**src/rtl/mem_ctrl.sv**
```systemverilog
// rtl/mem_ctrl.sv - arbitrated byte-serial RAM/IO port controller for LSB loads/stores and instruction fetch
module mem_ctrl #(
    parameter logic [1:0] IO_SEL = 2'b11
) (
    input  logic        clk,
    input  logic        rst,
    input  logic        rdy,
    input  logic        jump_wrong,
    input  logic        lsb_read_signal,
    input  logic        lsb_write_signal,
    input  logic [1:0]  requiring_length,
    input  logic [31:0] to_mem_addr,
    input  logic [31:0] to_mem_data,
    input  logic        load_signed,
    output logic        mem_load_success,
    output logic        mem_store_success,
    output logic [31:0] from_mem_data,
    input  logic        if_read_signal,
    input  logic [31:0] if_addr,
    output logic        if_success,
    output logic [31:0] if_instr,
    input  logic [7:0]  mem_din,
    output logic [7:0]  mem_dout,
    output logic [31:0] mem_a,
    output logic        mem_wr,
    input  logic        io_buffer_full
);

    typedef enum logic [1:0] {IDLE, LOAD, STORE, FETCH} state_t;

    state_t      state, state_d;
    logic [2:0]  cyc, cyc_d;
    logic [31:0] addr_q, addr_d;
    logic [31:0] data_q, data_d;
    logic [2:0]  len_q, len_d;
    logic        sgn_q, sgn_d;
    logic [31:0] asm_q, asm_d;
    logic        wr_q, wr_d;
    logic [31:0] a_d;
    logic [7:0]  dout_d;
    logic        ld_ok_d, st_ok_d, if_ok_d;
    logic [31:0] ld_data_d, instr_d;

    logic        io_stall;
    logic [2:0]  req_len;
    logic [1:0]  rd_idx;
    logic [1:0]  st_idx;
    logic [31:0] word_in;
    logic [31:0] ext_word;

    // A write beat to a full IO buffer is withheld; rdy low also suppresses the strobe.
    assign io_stall = (state == STORE) && (addr_q[17:16] == IO_SEL) && io_buffer_full;
    assign mem_wr   = wr_q & rdy & ~io_stall;

    assign req_len = (requiring_length == 2'd0) ? 3'd1 :
                     (requiring_length == 2'd1) ? 3'd2 : 3'd4;

    // Read byte landing at the end of cycle c belongs to beat c-2.
    assign rd_idx = cyc[1:0] - 2'd2;
    assign st_idx = cyc[1:0] + 2'd1;

    always_comb begin
        word_in = asm_q;
        word_in[{rd_idx, 3'b000} +: 8] = mem_din;
    end

    always_comb begin
        ext_word = word_in;
        if (len_q == 3'd1) begin
            ext_word = {{24{sgn_q & word_in[7]}}, word_in[7:0]};
        end else if (len_q == 3'd2) begin
            ext_word = {{16{sgn_q & word_in[15]}}, word_in[15:0]};
        end
    end

    always_comb begin
        state_d   = state;
        cyc_d     = cyc;
        addr_d    = addr_q;
        data_d    = data_q;
        len_d     = len_q;
        sgn_d     = sgn_q;
        asm_d     = asm_q;
        wr_d      = 1'b0;
        a_d       = 32'd0;
        dout_d    = 8'd0;
        ld_ok_d   = 1'b0;
        st_ok_d   = 1'b0;
        if_ok_d   = 1'b0;
        ld_data_d = from_mem_data;
        instr_d   = if_instr;

        case (state)
            IDLE: begin
                if (!jump_wrong) begin
                    if (lsb_write_signal) begin
                        state_d = STORE;
                        addr_d  = to_mem_addr;
                        data_d  = to_mem_data;
                        len_d   = req_len;
                        cyc_d   = 3'd0;
                        a_d     = to_mem_addr;
                        dout_d  = to_mem_data[7:0];
                        wr_d    = 1'b1;
                    end else if (lsb_read_signal) begin
                        state_d = LOAD;
                        addr_d  = to_mem_addr;
                        len_d   = req_len;
                        sgn_d   = load_signed;
                        asm_d   = 32'd0;
                        cyc_d   = 3'd1;
                        a_d     = to_mem_addr;
                    end else if (if_read_signal) begin
                        state_d = FETCH;
                        addr_d  = if_addr;
                        len_d   = 3'd4;
                        sgn_d   = 1'b0;
                        asm_d   = 32'd0;
                        cyc_d   = 3'd1;
                        a_d     = if_addr;
                    end
                end
            end

            STORE: begin
                // Committed stores ignore jump_wrong and always run to completion.
                wr_d   = 1'b1;
                a_d    = mem_a;
                dout_d = mem_dout;
                if (!io_stall) begin
                    if (cyc == len_q - 3'd1) begin
                        state_d = IDLE;
                        wr_d    = 1'b0;
                        a_d     = 32'd0;
                        dout_d  = 8'd0;
                        st_ok_d = 1'b1;
                    end else begin
                        cyc_d  = cyc + 3'd1;
                        a_d    = addr_q + {30'd0, st_idx};
                        dout_d = data_q[{st_idx, 3'b000} +: 8];
                    end
                end
            end

            LOAD, FETCH: begin
                if (jump_wrong) begin
                    state_d = IDLE;
                end else begin
                    if (cyc >= 3'd2) begin
                        asm_d = word_in;
                    end
                    if (cyc == len_q + 3'd1) begin
                        state_d = IDLE;
                        if (state == LOAD) begin
                            ld_ok_d   = 1'b1;
                            ld_data_d = ext_word;
                        end else begin
                            if_ok_d = 1'b1;
                            instr_d = word_in;
                        end
                    end else begin
                        cyc_d = cyc + 3'd1;
                        if (cyc < len_q) begin
                            a_d = addr_q + {29'd0, cyc};
                        end
                    end
                end
            end

            default: state_d = IDLE;
        endcase
    end

    always_ff @(posedge clk) begin
        if (rst) begin
            state             <= IDLE;
            cyc               <= 3'd0;
            addr_q            <= 32'd0;
            data_q            <= 32'd0;
            len_q             <= 3'd0;
            sgn_q             <= 1'b0;
            asm_q             <= 32'd0;
            wr_q              <= 1'b0;
            mem_a             <= 32'd0;
            mem_dout          <= 8'd0;
            mem_load_success  <= 1'b0;
            mem_store_success <= 1'b0;
            if_success        <= 1'b0;
            from_mem_data     <= 32'd0;
            if_instr          <= 32'd0;
        end else if (rdy) begin
            state             <= state_d;
            cyc               <= cyc_d;
            addr_q            <= addr_d;
            data_q            <= data_d;
            len_q             <= len_d;
            sgn_q             <= sgn_d;
            asm_q             <= asm_d;
            wr_q              <= wr_d;
            mem_a             <= a_d;
            mem_dout          <= dout_d;
            mem_load_success  <= ld_ok_d;
            mem_store_success <= st_ok_d;
            if_success        <= if_ok_d;
            from_mem_data     <= ld_data_d;
            if_instr          <= instr_d;
        end
    end

endmodule

```
**config.mk**
```make
export PLATFORM = sky130hd
export DESIGN_NAME = mem_ctrl
export DESIGN_NICKNAME = d
export VERILOG_FILES = /design/src/rtl/mem_ctrl.sv
export SDC_FILE = /design/constraint.sdc
export NUM_CORES = 1
export LEC_CHECK = 0
export BUFFER_PORTS_ARGS = -buffer_cell sky130_fd_sc_hd__buf_2
export CORE_MARGIN = 5
export CORE_UTILIZATION = 50
export CTS_CLUSTER_DIAMETER = 30
export DETAILED_ROUTE_END_ITERATION = 6
export GPL_ROUTABILITY_DRIVEN = 1
export PLACE_DENSITY = 0.74
export SETUP_SLACK_MARGIN = 0.3
export SLEW_MARGIN = 40
export SYNTH_ARGS = -nofsm -noshare
export SYNTH_HDL_FRONTEND = slang
export SYNTH_SLANG_ARGS = --single-unit
```
**constraint.sdc**
```tcl
create_clock -name clk -period 4.6 [get_ports clk]
set_input_delay 0.92 -clock clk [delete_from_list [all_inputs] [get_ports clk]]
set_output_delay 0.92 -clock clk [all_outputs]
set_load 0.05 [all_outputs]
```
Word level (Yosys, flattened, before mapping)
Cells that the tools add are included.
{ "totals": {"input_bits": 115, "ff_bits": 213, "out_inout_bits": 108} }
{ "op_classes": {"eq_ne": 20, "n_lt_le_gt_ge": 2, "shift": 3, "bitwise": 8, "reduce_logical": 17, "muxes": 69, "n_addsub": 8} }
{ "ops": {"columns": ["op", "count"], "rows": [
  ["2-to-1 mux 32 bit", 20],
  ["case mux 32 bit (3 select lines)", 1],
  ["case mux 32 bit (2 select lines)", 1],
  ["2-to-1 mux 3 bit", 13],
  ["adder 32 x 2 -> 32 bit", 1],
  ["adder 32 x 3 -> 32 bit", 1],
  ["bitwise mux 32 bit", 1],
  ["2-to-1 mux 8 bit", 4],
  ["variable shift 8 x 7 -> 32 bit (first input constant)", 1],
  ["variable part select 32 x 6 -> 8 bit", 1],
  ["variable part select 8 x 7 -> 32 bit", 1],
  ["2-to-1 mux 1 bit", 17],
  ["2-to-1 mux 2 bit", 8],
  ["case mux 8 bit (2 select lines)", 1],
  ["AND reduction 5 bit", 3],
  ["!= test 2 bit (second input constant)", 7],
  ["AND reduction 7 bit", 2],
  ["case mux 3 bit (3 select lines)", 1],
  ["AND reduction 4 bit", 2],
  ["negator 5 -> 7 bit", 1],
  ["adder 3 x 1 -> 3 bit (second input constant)", 2],
  ["equality test 2 bit (second input constant)", 3],
  ["equality test 3 bit", 2],
  ["!= test 3 bit (second input constant)", 2],
  ["21 further kinds", 31]
]} }

Logic depth before layout (Yosys ltp)
{ "depth": {"ltp_word": 7, "depth_mapped": 11, "ltp_nobuf": 10} }

Worst setup path after synthesis
OpenSTA, ideal clock, no wires.
{ "synth_timing": {"path_type": "in2out", "start": "in io_buffer_full", "end": "out mem_wr", "n_path_buf": 3, "required_ps": 3680, "setup_slack_ps": 1400, "arrival_time_ps": 2280, "cell_stages": 6, "path_cell_list": "nand3_1 o21a_1 clkbuf_1 clkbuf_1 clkbuf_1 and2_1"} }
{ "synth_between": {"elab_chain_cells": 3} }
{ "synth_lines": {"columns": ["item", "line_no", "text"], "rows": [
  ["from (decl)", "26", "input logic io_buffer_full"],
  ["logical AND 1 bit", "52", "assign io_stall = (state == STORE) && (addr_q[17:16] == IO_SEL) && io_buffer_full;"],
  ["NOT 1 bit", "53", "assign mem_wr = wr_q & rdy & ~io_stall;"],
  ["AND 1 bit", "53", null],
  ["to (decl)", "25", "output logic mem_wr,"]
]} }
Every way passes these cells.

Worst setup path after layout
{ "layout_timing": {"start": "reg cyc[0]", "end": "reg mem_a[23]"} }
{ "layout_between": {"elab_chain_cells": 5, "word_cells_on_any_way": 12} }
{ "layout_lines": {"columns": ["item", "line_no", "text"], "rows": [
  ["from (decl)", "32", "logic [2:0] cyc, cyc_d;"],
  ["from (signal assigned)", "193", "cyc <= cyc_d;"],
  ["adder 2 x 1 -> 2 bit, or another cell as far along", "60", "assign st_idx = cyc[1:0] + 2'd1;"],
  ["adder 32 x 2 -> 32 bit / 2-to-1 mux 32 bit (equally long branches)", "139, 163", null],
  ["2-to-1 mux 32 bit (on tied branches)", "131, 152", null],
  ["2-to-1 mux 32 bit (on tied branches)", "130, 146", null],
  ["case mux 32 bit (3 select lines) *", "93", "case (state)"],
  ["to (signal assigned)", "184", "mem_a <= 32'd0;"],
  ["to (signal assigned)", "200", "mem_a <= a_d;"],
  ["to (decl)", "24", "output logic [31:0] mem_a,"]
]} }
Every way passes the cells marked *; elsewhere a longest branch is shown, timed or not. The select of a mux whose other input is x is not followed.
A chain may end at the register's enable or synchronous reset.

==> flow_metrics.env <==
export IMPL_status="finished clean"
export IMPL_cts_htree_levels=2
export IMPL_clk_pin_slew_worst_paths_ns=0.05
export IMPL_path_delay_family="compound AO/OA/AOI/OAI gates"
export IMPL_finalSetupTns_ns=0
export IMPL_start_util_pct=50.6
export IMPL_synthAdderAreaFrac_pct=2.42
export IMPL_coreArea_mm2=0.0217
export IMPL_gp_congestion=0.899
export IMPL_max_stage_delay_ns=0.51
export IMPL_synth_warnings=0
export IMPL_whs_ns=0.452
export IMPL_synthArstFlopShare_pct=0
export IMPL_synth_edf_count=0
export IMPL_worstPathCellList="buf_4, inv_1, ha_1, buf_4, ha_1, a21oi_1, or3_1, nor3_1, xor2_1, a221oi_1, nor3_1"
export IMPL_fmax_ghz=0.287
export IMPL_vias_per_cell=5.90
export IMPL_final_common_cell="nor2_1"
export IMPL_cts_tree="built"
export IMPL_p_comb_share_pct=10.5
export IMPL_powerDensity_mw_per_mm2=451
export IMPL_synth_top_family_by_area="simple AND/OR/NAND/NOR gates"
export IMPL_cp_arrival_ns=3.88
export IMPL_synthDistinctLibCells=68
export IMPL_vias=11000
export IMPL_slowest_stage="a21oi_1"
export IMPL_cts_max_path_buffers=3
export IMPL_maxSlewViolCount=0
export IMPL_firstDrtPassIters=6
export IMPL_period_minus_slack_ns=3.48
export IMPL_grt_pass1_vias=10600
export IMPL_rsz0062_at_grt="false"
export IMPL_mappedNetlistArea_mm2=0.0110
export IMPL_io_pins=223
export IMPL_wl_per_cell_um=18.3
export IMPL_setup_violations=0
export IMPL_port_buffers=222
export IMPL_place_inst=1789
export IMPL_fp_row_count=54
export IMPL_n_antenna_cell=0
export IMPL_synth_compound_area_share_pct=22.0
export IMPL_crit_required_ns=5.00
export IMPL_drc=0
export IMPL_max_slew_margin_pct=43.9
export IMPL_die_y_um=158
export IMPL_grtUsageTotal_pct=27.0
export IMPL_maxCapViolations=0
export IMPL_worstSetupPathType="flip-flop to flip-flop"
export IMPL_holdBufCountCts=0
export IMPL_power_leakage_nw=5.55
export IMPL_overflow=0
export IMPL_irDropWorstVdd_mv=0.286
export IMPL_syn_inst=1392
export IMPL_critPathBufInv=3
export IMPL_ys_seq_area_share_pct=38.8
export IMPL_grt_first_pass_wirelength_um=54900
export IMPL_cts_root_buf="clkbuf_16"
export IMPL_hold_path_class="flip-flop to flip-flop"
export IMPL_cts_buffers=46
export IMPL_ys_ff_latch=213
export IMPL_syn_area_per_cell_um2=7.89
export IMPL_cp_max_fo=18
export IMPL_die_area_mm2=0.0250
export IMPL_wirelength_um=34300
export IMPL_grt_antenna_before_repair=2
export IMPL_yosys_mux_area_fraction_pct=2.64
export IMPL_layout_nets=1692
export IMPL_synth_flop_cell="dfxtp_1"
export IMPL_final_cell_mix="247 x nor2_1, 221 x buf_2, 213 x dfxtp_1, 161 x nand2_1, 113 x a21oi_1"
export IMPL_finalHoldViolCount=0
export IMPL_p_sw_mw=1.58
export IMPL_p_clk_share_pct=57.3
export IMPL_drive_gt1_share_pct=22.1
export IMPL_cts_setup_buffers=0
export IMPL_syn2layout_area_growth_pct=25.1
export IMPL_synth_nets=1527
export IMPL_synth_xor_area_share_pct=3.76
export IMPL_start_kind="flip-flop"
export IMPL_cts_sinks=213
export IMPL_grt_max_degree=100
export IMPL_dpl_hpwl_um=22900
export IMPL_worst_clock_skew_ns=0.0187
export IMPL_drt_initial_drc_count=976
export IMPL_yosys_area_share_simple_pct=24.4
export IMPL_antenna_left=0
export IMPL_netSwitchingFraction_pct=25.5
export IMPL_p_seq_share_pct=32.2
export IMPL_ctsResizeCount=0
export IMPL_clk_latency_ns=0.54
export IMPL_worst_slew_pin_slew_ns=0.833
export IMPL_die_w_um=158
export IMPL_post_route_period_util_pct=75.7
export IMPL_end_kind="flip-flop"
export IMPL_power_internal_mw=4.61
export IMPL_finalNonFillerCells=1870
## synth_stat cells, drive strengths merged (2+ instances only)
cell type | instances | share of area [%]
nor3 | 69 | 3.3
xnor2 | 13 | 1.1
and3 | 10 | 0.57
buf | 44 | 2.4
a22o | 2 | 0.16
xor2 | 28 | 2.2
nor4 | 11 | 1.1
and3b | 3 | 0.24
nand2b | 4 | 0.23
mux4 | 8 | 1.6
fa | 2 | 0.36
or2 | 2 | 0.11
a22oi | 9 | 0.62
clkbuf | 76 | 2.6
o211ai | 6 | 0.41
a21oi | 113 | 5.2
and2 | 4 | 0.23
a221o | 6 | 0.55
nand2 | 162 | 5.5
a21boi | 27 | 1.8
o221ai | 12 | 0.96
nand4 | 11 | 0.80
nor2 | 248 | 8.5
a211oi | 56 | 3.9
or4 | 2 | 0.17
ha | 18 | 2.1
o2111ai | 2 | 0.16
o21ai | 54 | 2.5
or3 | 6 | 0.34
o22ai | 3 | 0.17
mux2i | 11 | 1.0
o31ai | 5 | 0.39
a221oi | 22 | 1.8
inv | 27 | 0.92
and4 | 5 | 0.40
a311oi | 33 | 2.6
dfxtp | 213 | 39
nor2b | 29 | 1.7
o31a | 2 | 0.16
nand3 | 21 | 0.96
## stage by stage
step | utilization [%] | area, um2 | setup slack [ns] | total power [mW]
after global routing | 63.3 | 13700 | 0.873 | 6.41
final | 63.3 | 13700 | 1.12 | 6.19
after CTS | 63.3 | 13700 | 1.12 | 6.22
after global placement | 55.5 | 12000 | 1.19 | 2.65
after floorplan | - | 11000 | 1.40 | 2.46
after detailed placement | 55.5 | 12000 | 1.13 | 2.67
## kinds of logic (layout without fill, tap and decap cells)
kind of cell	count (synthesis)	count (layout)
mux	19	19
fa+ha+maj	20	20
compound gates	360	360
simple gates	590	590
flops	213	213
xor+xnor	43	43
buf+inv	147	345
## area by class of cell
type | count | area [um2]
multi-input combinational | 1032 | 6100
tap | 280 | 350
timing repair buffer | 237 | 1230
sequential | 213 | 4260
inverter | 27 | 101
clock inverter | 22 | 397
fill | 1888 | 7950
clock buffer | 59 | 1290
## worst register-to-register path: stages, from the launching register on
cell      delay, ns
dfxtp_1        0.30
buf_4          0.27
inv_1          0.21
ha_1           0.37
buf_4          0.25
ha_1           0.27
a21oi_1        0.51
or3_1          0.46
nor3_1         0.13
xor2_1         0.17
a221oi_1       0.33
nor3_1         0.09
## registers in the layout (all words and copies together), names as in the netlist
signal / cells
mem_a: 32
wr_q: 1
mem_store_success: 1
cyc: 3
from_mem_data: 32
len_q: 3
state: 2
asm_q: 32
if_instr: 32
mem_load_success: 1
sgn_q: 1
mem_dout: 8
addr_q: 32
data_q: 32
if_success: 1
## layer usage
layer	up-vias	global-route usage (%)	share of wire [%]
met5	-	0	0.061
met4	4	8.65	2.6
met3	76	5.36	9.2
met2	519	43.9	47
met1	5171	36.1	41
li1	5255	-	-
## power by group through the flow
stage	clock network (mW)	registers (mW)	logic, mW
final	3.54	1.99	0.652
after global routing	3.70	2.00	0.709
after CTS	3.58	1.99	0.647
after detailed placement	0	2.02	0.642
after global placement	0	2.02	0.631
after floorplan	0	2.08	0.384
## worst paths after layout
check                   from    endpoint  slack (ns)  depth (start not counted)
hold reg to reg   data_q[16]  data_q[16]        0.45                          2
setup / recovery      cyc[0]   mem_a[23]        1.12                         11
hold / removal    data_q[16]  data_q[16]        0.45                          2
setup reg to reg      cyc[0]   mem_a[23]        1.12                         11
Power figures use the tool's default switching activity.
